**src/rtl/multi_cycle_control.sv**
```systemverilog
// Multi-cycle control unit for a MIPS-subset CPU.
// Sequences each instruction through IF/ID/EXE/MEM/WB and drives ALU opcode,
// datapath mux selects and write enables from the registered state and IR fields.
// Optional feature: define MCC_BLTZ_EN to decode opcode 000001 as bltz
// (branch when the ALU result sign is 1); otherwise that opcode is illegal.
module multi_cycle_control (
   input  logic       clk,
   input  logic       reset,
   input  logic [5:0] opcode,
   input  logic [5:0] funct,
   input  logic       zero,
   input  logic       sign,
   output logic [2:0] ALUop,
   output logic       ALUSrcA,
   output logic       ALUSrcB,
   output logic       ExtSel,
   output logic       RegDst,
   output logic       DBDataSrc,
   output logic       RegWre,
   output logic       mWR,
   output logic       mRD,
   output logic       IRWre,
   output logic       PCWre,
   output logic [1:0] PCSrc,
   output logic       illegal,
   output logic [2:0] state
);

   typedef enum logic [2:0] {
      S_IF   = 3'b000,
      S_ID   = 3'b001,
      S_EXE  = 3'b010,
      S_MEM  = 3'b011,
      S_WB   = 3'b100,
      S_HALT = 3'b111
   } state_e;

   localparam logic [5:0] OP_RTYPE = 6'b000000;
   localparam logic [5:0] OP_BLTZ  = 6'b000001;
   localparam logic [5:0] OP_J     = 6'b000010;
   localparam logic [5:0] OP_BEQ   = 6'b000100;
   localparam logic [5:0] OP_BNE   = 6'b000101;
   localparam logic [5:0] OP_ADDI  = 6'b001000;
   localparam logic [5:0] OP_ORI   = 6'b001101;
   localparam logic [5:0] OP_LW    = 6'b100011;
   localparam logic [5:0] OP_SW    = 6'b101011;
   localparam logic [5:0] OP_HALT  = 6'b111111;

   localparam logic [5:0] FN_SLL = 6'b000000;
   localparam logic [5:0] FN_ADD = 6'b100000;
   localparam logic [5:0] FN_SUB = 6'b100010;
   localparam logic [5:0] FN_AND = 6'b100100;
   localparam logic [5:0] FN_OR  = 6'b100101;
   localparam logic [5:0] FN_SLT = 6'b101010;

   state_e state_q, state_d;

   logic [2:0] dec_alu_op_s;
   logic       dec_src_a_s;
   logic       dec_src_b_s;
   logic       dec_ext_s;
   logic       dec_legal_s;
   logic       is_r_s;
   logic       is_lw_s;
   logic       is_sw_s;
   logic       is_br_s;
   logic       is_j_s;
   logic       is_halt_s;
   logic       br_taken_s;

   // Instruction decode: ALU controls, instruction class and branch outcome from IR fields and flags
   always_comb begin
      dec_alu_op_s = 3'b000;
      dec_src_a_s  = 1'b0;
      dec_src_b_s  = 1'b0;
      dec_ext_s    = 1'b0;
      dec_legal_s  = 1'b0;
      is_r_s       = 1'b0;
      is_lw_s      = 1'b0;
      is_sw_s      = 1'b0;
      is_br_s      = 1'b0;
      is_j_s       = 1'b0;
      is_halt_s    = 1'b0;
      br_taken_s   = 1'b0;
      case (opcode)
         OP_RTYPE: begin
            is_r_s = 1'b1;
            case (funct)
               FN_ADD: begin dec_alu_op_s = 3'b010; dec_legal_s = 1'b1; end
               FN_SUB: begin dec_alu_op_s = 3'b110; dec_legal_s = 1'b1; end
               FN_AND: begin dec_alu_op_s = 3'b000; dec_legal_s = 1'b1; end
               FN_OR:  begin dec_alu_op_s = 3'b001; dec_legal_s = 1'b1; end
               FN_SLT: begin dec_alu_op_s = 3'b111; dec_legal_s = 1'b1; end
               FN_SLL: begin
                  dec_alu_op_s = 3'b011;
                  dec_src_a_s  = 1'b1;
                  dec_legal_s  = 1'b1;
               end
               default: dec_legal_s = 1'b0;
            endcase
         end
         OP_ADDI: begin
            dec_alu_op_s = 3'b010; dec_src_b_s = 1'b1; dec_ext_s = 1'b1; dec_legal_s = 1'b1;
         end
         OP_ORI: begin
            dec_alu_op_s = 3'b001; dec_src_b_s = 1'b1; dec_ext_s = 1'b0; dec_legal_s = 1'b1;
         end
         OP_LW: begin
            dec_alu_op_s = 3'b010; dec_src_b_s = 1'b1; dec_ext_s = 1'b1; dec_legal_s = 1'b1;
            is_lw_s = 1'b1;
         end
         OP_SW: begin
            dec_alu_op_s = 3'b010; dec_src_b_s = 1'b1; dec_ext_s = 1'b1; dec_legal_s = 1'b1;
            is_sw_s = 1'b1;
         end
         OP_BEQ: begin
            dec_alu_op_s = 3'b110; dec_ext_s = 1'b1; dec_legal_s = 1'b1;
            is_br_s = 1'b1; br_taken_s = zero;
         end
         OP_BNE: begin
            dec_alu_op_s = 3'b110; dec_ext_s = 1'b1; dec_legal_s = 1'b1;
            is_br_s = 1'b1; br_taken_s = ~zero;
         end
`ifdef MCC_BLTZ_EN
         OP_BLTZ: begin
            // rs + $0 through the adder; the result sign tells whether rs < 0
            dec_alu_op_s = 3'b010; dec_ext_s = 1'b1; dec_legal_s = 1'b1;
            is_br_s = 1'b1; br_taken_s = sign;
         end
`else
         OP_BLTZ: dec_legal_s = 1'b0;
`endif
         OP_J:    begin is_j_s = 1'b1; dec_legal_s = 1'b1; end
         OP_HALT: begin is_halt_s = 1'b1; dec_legal_s = 1'b1; end
         default: dec_legal_s = 1'b0;
      endcase
   end

   // State register with synchronous reset back to instruction fetch
   always_ff @(posedge clk) begin
      if (reset) begin
         state_q <= S_IF;
      end else begin
         state_q <= state_d;
      end
   end

   // Next-state and per-state outputs; ALU controls stay valid from EXE through WB
   always_comb begin
      state_d   = state_q;
      ALUop     = 3'b000;
      ALUSrcA   = 1'b0;
      ALUSrcB   = 1'b0;
      ExtSel    = 1'b0;
      RegDst    = 1'b0;
      DBDataSrc = 1'b0;
      RegWre    = 1'b0;
      mWR       = 1'b0;
      mRD       = 1'b0;
      IRWre     = 1'b0;
      PCWre     = 1'b0;
      PCSrc     = 2'b00;
      illegal   = 1'b0;
      case (state_q)
         S_IF: begin
            IRWre   = 1'b1;
            state_d = S_ID;
         end
         S_ID: begin
            ExtSel = dec_ext_s;
            if (!dec_legal_s) begin
               illegal = 1'b1;
               PCWre   = 1'b1;
               PCSrc   = 2'b00;
               state_d = S_IF;
            end else if (is_j_s) begin
               PCWre   = 1'b1;
               PCSrc   = 2'b10;
               state_d = S_IF;
            end else if (is_halt_s) begin
               state_d = S_HALT;
            end else begin
               state_d = S_EXE;
            end
         end
         S_EXE: begin
            ALUop   = dec_alu_op_s;
            ALUSrcA = dec_src_a_s;
            ALUSrcB = dec_src_b_s;
            ExtSel  = dec_ext_s;
            if (is_br_s) begin
               PCWre   = 1'b1;
               PCSrc   = br_taken_s ? 2'b01 : 2'b00;
               state_d = S_IF;
            end else if (is_lw_s || is_sw_s) begin
               state_d = S_MEM;
            end else begin
               state_d = S_WB;
            end
         end
         S_MEM: begin
            ALUop   = dec_alu_op_s;
            ALUSrcA = dec_src_a_s;
            ALUSrcB = dec_src_b_s;
            ExtSel  = dec_ext_s;
            if (is_lw_s) begin
               mRD     = 1'b1;
               state_d = S_WB;
            end else begin
               mWR     = 1'b1;
               PCWre   = 1'b1;
               state_d = S_IF;
            end
         end
         S_WB: begin
            ALUop     = dec_alu_op_s;
            ALUSrcA   = dec_src_a_s;
            ALUSrcB   = dec_src_b_s;
            ExtSel    = dec_ext_s;
            RegWre    = 1'b1;
            PCWre     = 1'b1;
            RegDst    = is_r_s;
            DBDataSrc = is_lw_s;
            state_d   = S_IF;
         end
         S_HALT: begin
            state_d = S_HALT;
         end
         default: begin
            state_d = S_IF;
         end
      endcase
   end

   assign state = state_q;

endmodule
```
**config.mk**
```make
export PLATFORM = sky130hd
export DESIGN_NAME = multi_cycle_control
export DESIGN_NICKNAME = d
export VERILOG_FILES = /design/src/rtl/multi_cycle_control.sv
export SDC_FILE = /design/constraint.sdc
export NUM_CORES = 1
export LEC_CHECK = 0
export ABC_AREA = 1
export CORE_MARGIN = 3
export CORE_UTILIZATION = 30
export DETAILED_ROUTE_END_ITERATION = 8
export GPL_ROUTABILITY_DRIVEN = 0
export PLACE_DENSITY_LB_ADDON = 0.12
export REMOVE_ABC_BUFFERS = 1
export SLEW_MARGIN = 20
export SYNTH_ARGS = -nofsm -noshare
export SYNTH_HDL_FRONTEND = slang
export SYNTH_SLANG_ARGS = --single-unit
```
**constraint.sdc**
```tcl
create_clock -name clk -period 2.6 [get_ports clk]
set_clock_uncertainty 0.05 [all_clocks]
set_input_delay 0.52 -clock clk [delete_from_list [all_inputs] [get_ports clk]]
set_output_delay 0.52 -clock clk [all_outputs]
set_load 0.05 [all_outputs]
```
Yosys cells after proc, flatten, opt, wreduce, memory -nomap -nowiden
Index checks and enable logic that the tools add are counted.
Word-level totals
  bits in registers: 3
  bits in latches: 0
  bits in writable memories: 0
  memory bits (read-only): 0
  output and inout port bits: 19
  word-level logic and storage cells: 77
  memories kept: 0
Operators by class
  add/sub/neg operators: 0
  $mul: 0
  divide/modulo/power cells: 0
  order comparisons: 0
  eq/ne operators: 18
  shift operators: 0
  mux-type cells: 45
  bitwise gates (word level): 1
  reductions and logical operators: 12
Operators by type and width (number)
  $eq A6 B6 Y1 const B: 8
  $pmux W3 S5: 2
  $mux W1: 29
  $mux W3: 7
  $eq A6 B3 Y1 const B: 2
  $eq A6 B4 Y1 const B: 2
  $logic_not A6 Y1: 2
  $pmux W3 S4: 1
  $reduce_or A4 Y1: 2
  $reduce_or A8 Y1: 1
  $eq A3 B2 Y1 const B: 2
  $eq A3 B3 Y1 const B: 2
  $eq A6 B2 Y1 const B: 1
  $reduce_or A3 Y1: 2
  $reduce_or A6 Y1: 1
  $reduce_or A5 Y1: 1
  $mux W2: 2
  $pmux W1 S2: 2
  $pmux W1 S4: 1
  $pmux W2 S2: 1
  $eq A3 B1 Y1 const B: 1
  $logic_not A3 Y1: 1
  $reduce_or A2 Y1: 1
  $logic_or A1 B1 Y1: 1
  $not A1 Y1: 1

Depth between registers and ports, before layout
Gate-level depths: netlist (run 1).
  depth in word-level cells: 6
  depth in mapped cells: 10
  gate-level depth less buffers: 10

Worst setup path after synthesis (run 1)
No wires, ideal clock.
  kind: flip-flop to output port
  start: register state_q[2] (netlist: state[2])
  end: output ALUSrcA
  arrival time: 2628 ps
  required time: 2030 ps
  slack: -598 ps
  cell stages (with the launch flop): 5
  path buffers: 0
  path through: dfxtp_1 > inv_4 > nor3_4 > nor3_2 > nor3_1
On the way
  word-level cells in the longest chain between the ends: 3
  elaborated cells between the ends (all ways): 5
  those cells by class: eq/ne (3); mux (1); reduce/logical (1)
Ends and longest elaborated chain
  from (decl): RTL line 56  | state_e state_q, state_d;
  from (signal assigned): RTL line 144  | state_q <= state_d;
  $eq A3 B2 Y1 or $eq A3 B3 Y1 (tied branches): RTL line 164  | case (state_q)
  $reduce_or A3 Y1 (no line) *
  $mux W1 *: RTL line 164
  to (decl): RTL line 14  | output logic ALUSrcA,
Every way passes the cells marked *; elsewhere a longest branch is shown, timed or not.

Final worst setup path (run 1)
  start: input funct[0]
  end: output PCWre
On the way
  word-level cells in the longest chain between the ends: 6
  elaborated cells between the ends (all ways): 11
  those cells by class: eq/ne (5); mux (4); reduce/logical (2)
Ends and longest elaborated chain
  from (decl): RTL line 10  | input logic [5:0] funct,
  $eq A6 B6 Y1 or $logic_not A6 Y1 (tied branches): RTL line 88  | case (funct)
  $reduce_or A6 Y1 (no line) *
  $mux W1 *: RTL line 88
  $pmux W1 S2 *: RTL line 85  | case (opcode)
  $mux W1 *: RTL line 171  | if (!dec_legal_s) begin
  $pmux W1 S4 *: RTL line 164
  to (decl): RTL line 23  | output logic PCWre,
Marked as above.

==> flow_metrics.tcl, run 1 <==
set metrics [dict create \
    start_kind "input port" \
    power_density_nw_per_um2 202 \
    vias_per_cell 4.46 \
    seq_area_um2 60.1 \
    dieWidth_um 52.8 \
    crit_arrival_ns 1.90 \
    p_clk_frac 0.300 \
    grt_usage 0.144 \
    drt.antenna.violating_nets 0 \
    clk_latency_ns 0.23 \
    synth_seq_cells 3 \
    status "completed" \
    tightest_slew_ns 0.501 \
    num-fill-cells 176 \
    ys_types 21 \
    grt_max_degree 7 \
    hold_path.class "reg2reg" \
    nets 190 \
    fmax_ghz 0.404 \
    antennaDiodeCount 0 \
    yosysWarningCount 0 \
    worst-path-max-fanout 3 \
    via_count 891 \
    largest_reg_flops 3 \
    p_leak_uw 0.000652 \
    rr_worst_depth 6 \
    start_util 0.325 \
    comb_power_share 0.501 \
    avgRoutedWirePerCell_um 9.41 \
    p_int_uw 165 \
    coreArea_um2 2020 \
    clk_transition_reported_paths_ns 0.04 \
    cap_violations 0 \
    antenna_found_initial 0 \
    holdPathStages 4 \
    slew_headroom 0.665 \
    end_kind "output pin" \
    design_area_um2 1340 \
    first_pass_iters 4 \
    grt_pass1_vias 802 \
    io_buffers 33 \
    placed_area_um2 1250 \
    syn_area_per_cell_um2 5.47 \
    die_y_um 52.8 \
    ys_seq_area_frac 0.0914 \
    drtIter0Drc 9 \
    layout-drive-gt1-share 0.382 \
    wirelength_mm 1.88 \
    row_count 16 \
    syn_to_final_growth_pct 104 \
    drc 0 \
    min_period_over_period 0.951 \
    syn_area_um2 657 \
    fin_crit_ns 2.47 \
    vdd_drop_max_v 0.000340 \
    rsz0062_at_grt "false" \
    setup-violations-final 0 \
    utilization 0.662 \
    grt_pass1_wl_mm 3.24 \
    pwr-share-seq 0.199 \
    hold_violations 0 \
    cts.sinks 3 \
    numCtsBuffers 3 \
    cp.required_ns 2.03 \
    multi_input_area_um2 533 \
    swShare 0.390 \
    clock_tree.buffer_depth 2 \
    num_io_pins 35 \
    cts-root-buf "clkbuf_4" \
    die_area_um2 2790 \
    h-tree-depth 1 \
    postCtsHoldBufs 0 \
    hpwl_mm 1.61 \
    path_class "in2out" \
    cts_tree "yes" \
    slew_violations 0 \
    synthCells 120 \
    overflow 0 \
    p_sw_uw 106 \
]
path summary, 6_finish.rpt:
path / startpoint / to / slack (ns)
worst max-delay path: funct[0] / PCWre / 0.13
worst min-delay path: state[1] / state[2] / 0.74
worst max register to register: state[1] / state[1] / 1.27
worst min register to register: state[1] / state[2] / 0.74
cell type report:
type                    count  area share
repair buffers             49       0.440
flip-flops and latches      3      0.0449
multi-input cells          92       0.399
clock buffers               4      0.0196
inverters                  25      0.0720
well taps                  27      0.0253
stage by stage:
step	cells	hold WS (ns)	power (uW)	TNS [ns]	worst slack, ns
after global routing	200	0.802	286	0	0.000690
final	200	0.735	270	0	0.127
after global placement	194	0.713	184	-0.0436	-0.0436
after floorplan	120	0.532	121	-2.43	-0.598
after CTS	199	0.728	271	0	0.00640
after detailed placement	194	0.728	186	-0.0861	-0.0586
cells by family after synthesis:
kind of cell,share of synthesized area
buffers and inverters,0.147
AND/OR/NAND/NOR,0.629
AO/OA/AOI/OAI,0.133
flip-flops,0.0914
repair_timing:
| item | CTS | global route |
|---|---|---|
| setup buffers | 1 | 1 |
| pin swaps | 3 | 2 |
| gates resized for setup | 6 | 11 |
| endpoints found under the setup margin | 5 | 9 |
cells in the mapped netlist, drive strengths merged:
cell / count / area share
nand4: 2 / 0.019
nor3: 8 / 0.12
nand2: 27 / 0.19
a21o: 1 / 0.011
o21ai: 5 / 0.038
o21bai: 1 / 0.011
dfxtp: 3 / 0.091
a21oi: 8 / 0.072
nor2: 30 / 0.21
inv: 25 / 0.15
nand3: 10 / 0.095
per-layer routing:
layer  share of wire  vias up  track usage
met5               0        -            0
met2            0.49       19        0.264
met1            0.46      390        0.188
li1                -      482            -
met3           0.045        0       0.0171
met4               0        0            0
power by group through the flow:
| stage | clock network, uW | registers (uW) | logic [uW] |
|---|---|---|---|
| floorplan | 0 | 60.2 | 61.2 |
| global placement | 0 | 54.2 | 130 |
| detailed placement | 0 | 54.6 | 131 |
| CTS | 83.5 | 53.8 | 133 |
| global route | 85.8 | 54.3 | 146 |
| finish | 81.1 | 53.8 | 135 |
worst max-delay path, stage by stage:
cell and delay (ns):
clkdlybuf4s50_1 0.51, nor2_2 0.07, nand2_1 0.06, nor2_1 0.04, nor2_1 0.14, nand2_1 0.08
nand2_1 0.07, nand2_2 0.10, o21ai_4 0.16, buf_12 0.15
cells in the final DEF, fill, tap and decap left out:
cell type and count:
inv_1 21, nor2_1 21, nand2_1 18, buf_4 17
buf_12 13, clkdlybuf4s50_1 12, nand2_2 9, nand3_1 9
nor2_2 7, a21oi_2 5, dlymetal6s2s_1 5, nor3_1 4
o21ai_0 4, nor3_4 3, inv_2 3, a21oi_1 3
clkbuf_4 3, dfxtp_1 3, nor2_4 2, nand4_1 2
dlygate4sd2_1 2, inv_4 1, nor3_2 1, nand3_4 1
o21ai_4 1, a21o_1 1, o21bai_1 1, clkbuf_1 1
Note: power is estimated with default switching activity, not from simulation.
==> run 2, diff against run 1 <==
--- a/config.mk
+++ b/config.mk
@@ -6,12 +6,14 @@
 export NUM_CORES = 1
 export LEC_CHECK = 0
 export ABC_AREA = 1
+export CAP_MARGIN = 20
 export CORE_MARGIN = 3
 export CORE_UTILIZATION = 30
 export DETAILED_ROUTE_END_ITERATION = 8
 export GPL_ROUTABILITY_DRIVEN = 0
 export PLACE_DENSITY_LB_ADDON = 0.12
 export REMOVE_ABC_BUFFERS = 1
+export SETUP_SLACK_MARGIN = 0.3
 export SLEW_MARGIN = 20
 export SYNTH_ARGS = -nofsm -noshare
 export SYNTH_HDL_FRONTEND = slang
==> run 2 against run 1 <==
Routed wire length rose by 5.1%. Critical path depth rose by 1. Die area did not move. Fmax rose by 11%. Combinational power rose by 4%.
==> flow_metrics.tcl, run 2 (same netlist as run 1, synthesis figures left out) <==
set metrics [dict create \
    grt_pass1_vias 832 \
    seq_area_um2 62.6 \
    hold_violations 0 \
    p_leak_uw 0.000654 \
    slew_violations 0 \
    antennaDiodeCount 0 \
    worst-path-max-fanout 3 \
    crit_arrival_ns 1.67 \
    antenna_found_initial 0 \
    vias_per_cell 4.64 \
    setup-violations-final 0 \
    clk_transition_reported_paths_ns 0.04 \
    p_int_uw 164 \
    syn_to_final_growth_pct 112 \
    grt_usage 0.150 \
    power_density_nw_per_um2 197 \
    final_common_cell "buf_4" \
    cap_violations 0 \
    io_buffers 33 \
    start_util 0.325 \
    status "completed" \
    cts_tree "yes" \
    coreArea_um2 2020 \
    die_area_um2 2790 \
    largest_reg_flops 3 \
    num-fill-cells 168 \
    clock_tree.buffer_depth 2 \
    holdPathStages 4 \
    avgRoutedWirePerCell_um 9.69 \
    cpLargestDelayFamily "simple AND/OR/NAND/NOR gates" \
    r2r_slack_ns 1.20 \
    hold_slack_ns 0.699 \
    numCtsBuffers 3 \
    num_io_pins 35 \
    p_sw_uw 110 \
    hold_path.class "reg2reg" \
    layout_common_cells "19 x buf_4, 17 x inv_1, 17 x nor2_1, 16 x nand2_1, 13 x buf_12" \
    vdd_drop_max_v 0.000328 \
    dieWidth_um 52.8 \
    hpwl_mm 1.61 \
    fin_crit_ns 2.24 \
    nets 194 \
    drtIter0Drc 18 \
    cpPeakStageDelay_ns 0.25 \
    rr_startpoint "state[1]" \
    layout-drive-gt1-share 0.514 \
    tightest_slew_ns 0.500 \
    wirelength_mm 1.98 \
    crit_start "funct[1]" \
    slowest_stage "dlygate4sd2_1" \
    rsz0062_at_grt "true" \
    end_kind "output pin" \
    grt_max_degree 7 \
    drt.antenna.violating_nets 0 \
    h-tree-depth 1 \
    die_y_um 52.8 \
    drc 0 \
    cts.sinks 3 \
    overflow 0 \
    worst-path-buf-inv 3 \
    postCtsHoldBufs 0 \
    start_kind "input port" \
    cp.required_ns 2.03 \
    first_pass_iters 4 \
    min_period_over_period 0.861 \
    multi_input_area_um2 593 \
    path_class "in2out" \
    clk_latency_ns 0.23 \
    utilization 0.688 \
    grt_pass1_wl_mm 3.37 \
    hp-start "state[2]" \
    pwr-share-seq 0.197 \
    rr_worst_depth 6 \
    row_count 16 \
    min_to "state[2]" \
    via_count 946 \
    p_clk_frac 0.290 \
    path_cells "dlygate4sd2_1 -> inv_2 -> nor2_4 -> nand2_1 -> nor2_1 -> nor2_1 -> nand2_1 -> nand2_2 -> nand2_4 -> o21ai_4 -> buf_12" \
    swShare 0.402 \
    fmax_ghz 0.447 \
    comb_power_share 0.513 \
    cts-root-buf "clkbuf_4" \
    slew_headroom 0.666 \
    r2r_end "state[1]" \
]
[run 2: metrics by stage]
step	setup WS [ns]	setup TNS [ns]	instance area (um2)	power, uW	instances
2_1_floorplan	-0.598	-2.43	657	121	120
3_3_place_gp	-0.0436	-0.0436	1250	184	194
3_5_place_dp	-0.0586	-0.0861	1250	186	194
4_1_cts	0.240	0	1350	274	202
5_1_grt	0.280	0	1390	291	204
6_report	0.362	0	1390	274	204
[run 2: power by group through the flow]
stage | Combinational (uW) | Sequential (uW) | Clock, uW
floorplan | 61.2 | 60.2 | 0
global placement | 130 | 54.2 | 0
detailed placement | 131 | 54.6 | 0
CTS | 136 | 53.8 | 83.5
global route | 152 | 54.6 | 84.6
finish | 141 | 54.1 | 79.6
[run 2: repair_timing]
action                                 CTS  global route
resized for setup                       37            25
endpoints found under the hold margin    0             0
pin swaps                               12            10
setup endpoints to repair               15            13
buffers inserted                         4             2
[run 2: worst max path at each step]
stage                   end  cells after the start
CTS                   PCWre                     10
global route          PCWre                     11
global placement      PCWre                     10
floorplan           ALUSrcA                      4
finish                PCWre                     11
detailed placement    PCWre                      9
[run 2: final cells by class]
| type | instances | share of cell area |
|---|---|---|
| Multi-Input combinational cell | 92 | 0.427 |
| Tap cell | 27 | 0.0243 |
| Timing Repair Buffer | 53 | 0.416 |
| Clock buffer | 4 | 0.0189 |
| Inverter | 25 | 0.0693 |
| Sequential cell | 3 | 0.0450 |
[run 2: worst min-delay path: stages (launching register included)]
cell and delay, ns:
dfxtp_2 0.37, inv_4 0.11, a21oi_1 0.07, o21bai_1 0.13, inv_1 0.04
[run 2: layer usage]
layer / global-route usage / vias to the layer above / part of all wire
met5: 0 / - / 0
met2: 0.283 / 24 / 0.53
li1: - / 493 / -
met1: 0.189 / 429 / 0.42
met4: 0 / 0 / 0
met3: 0.0171 / 0 / 0.053
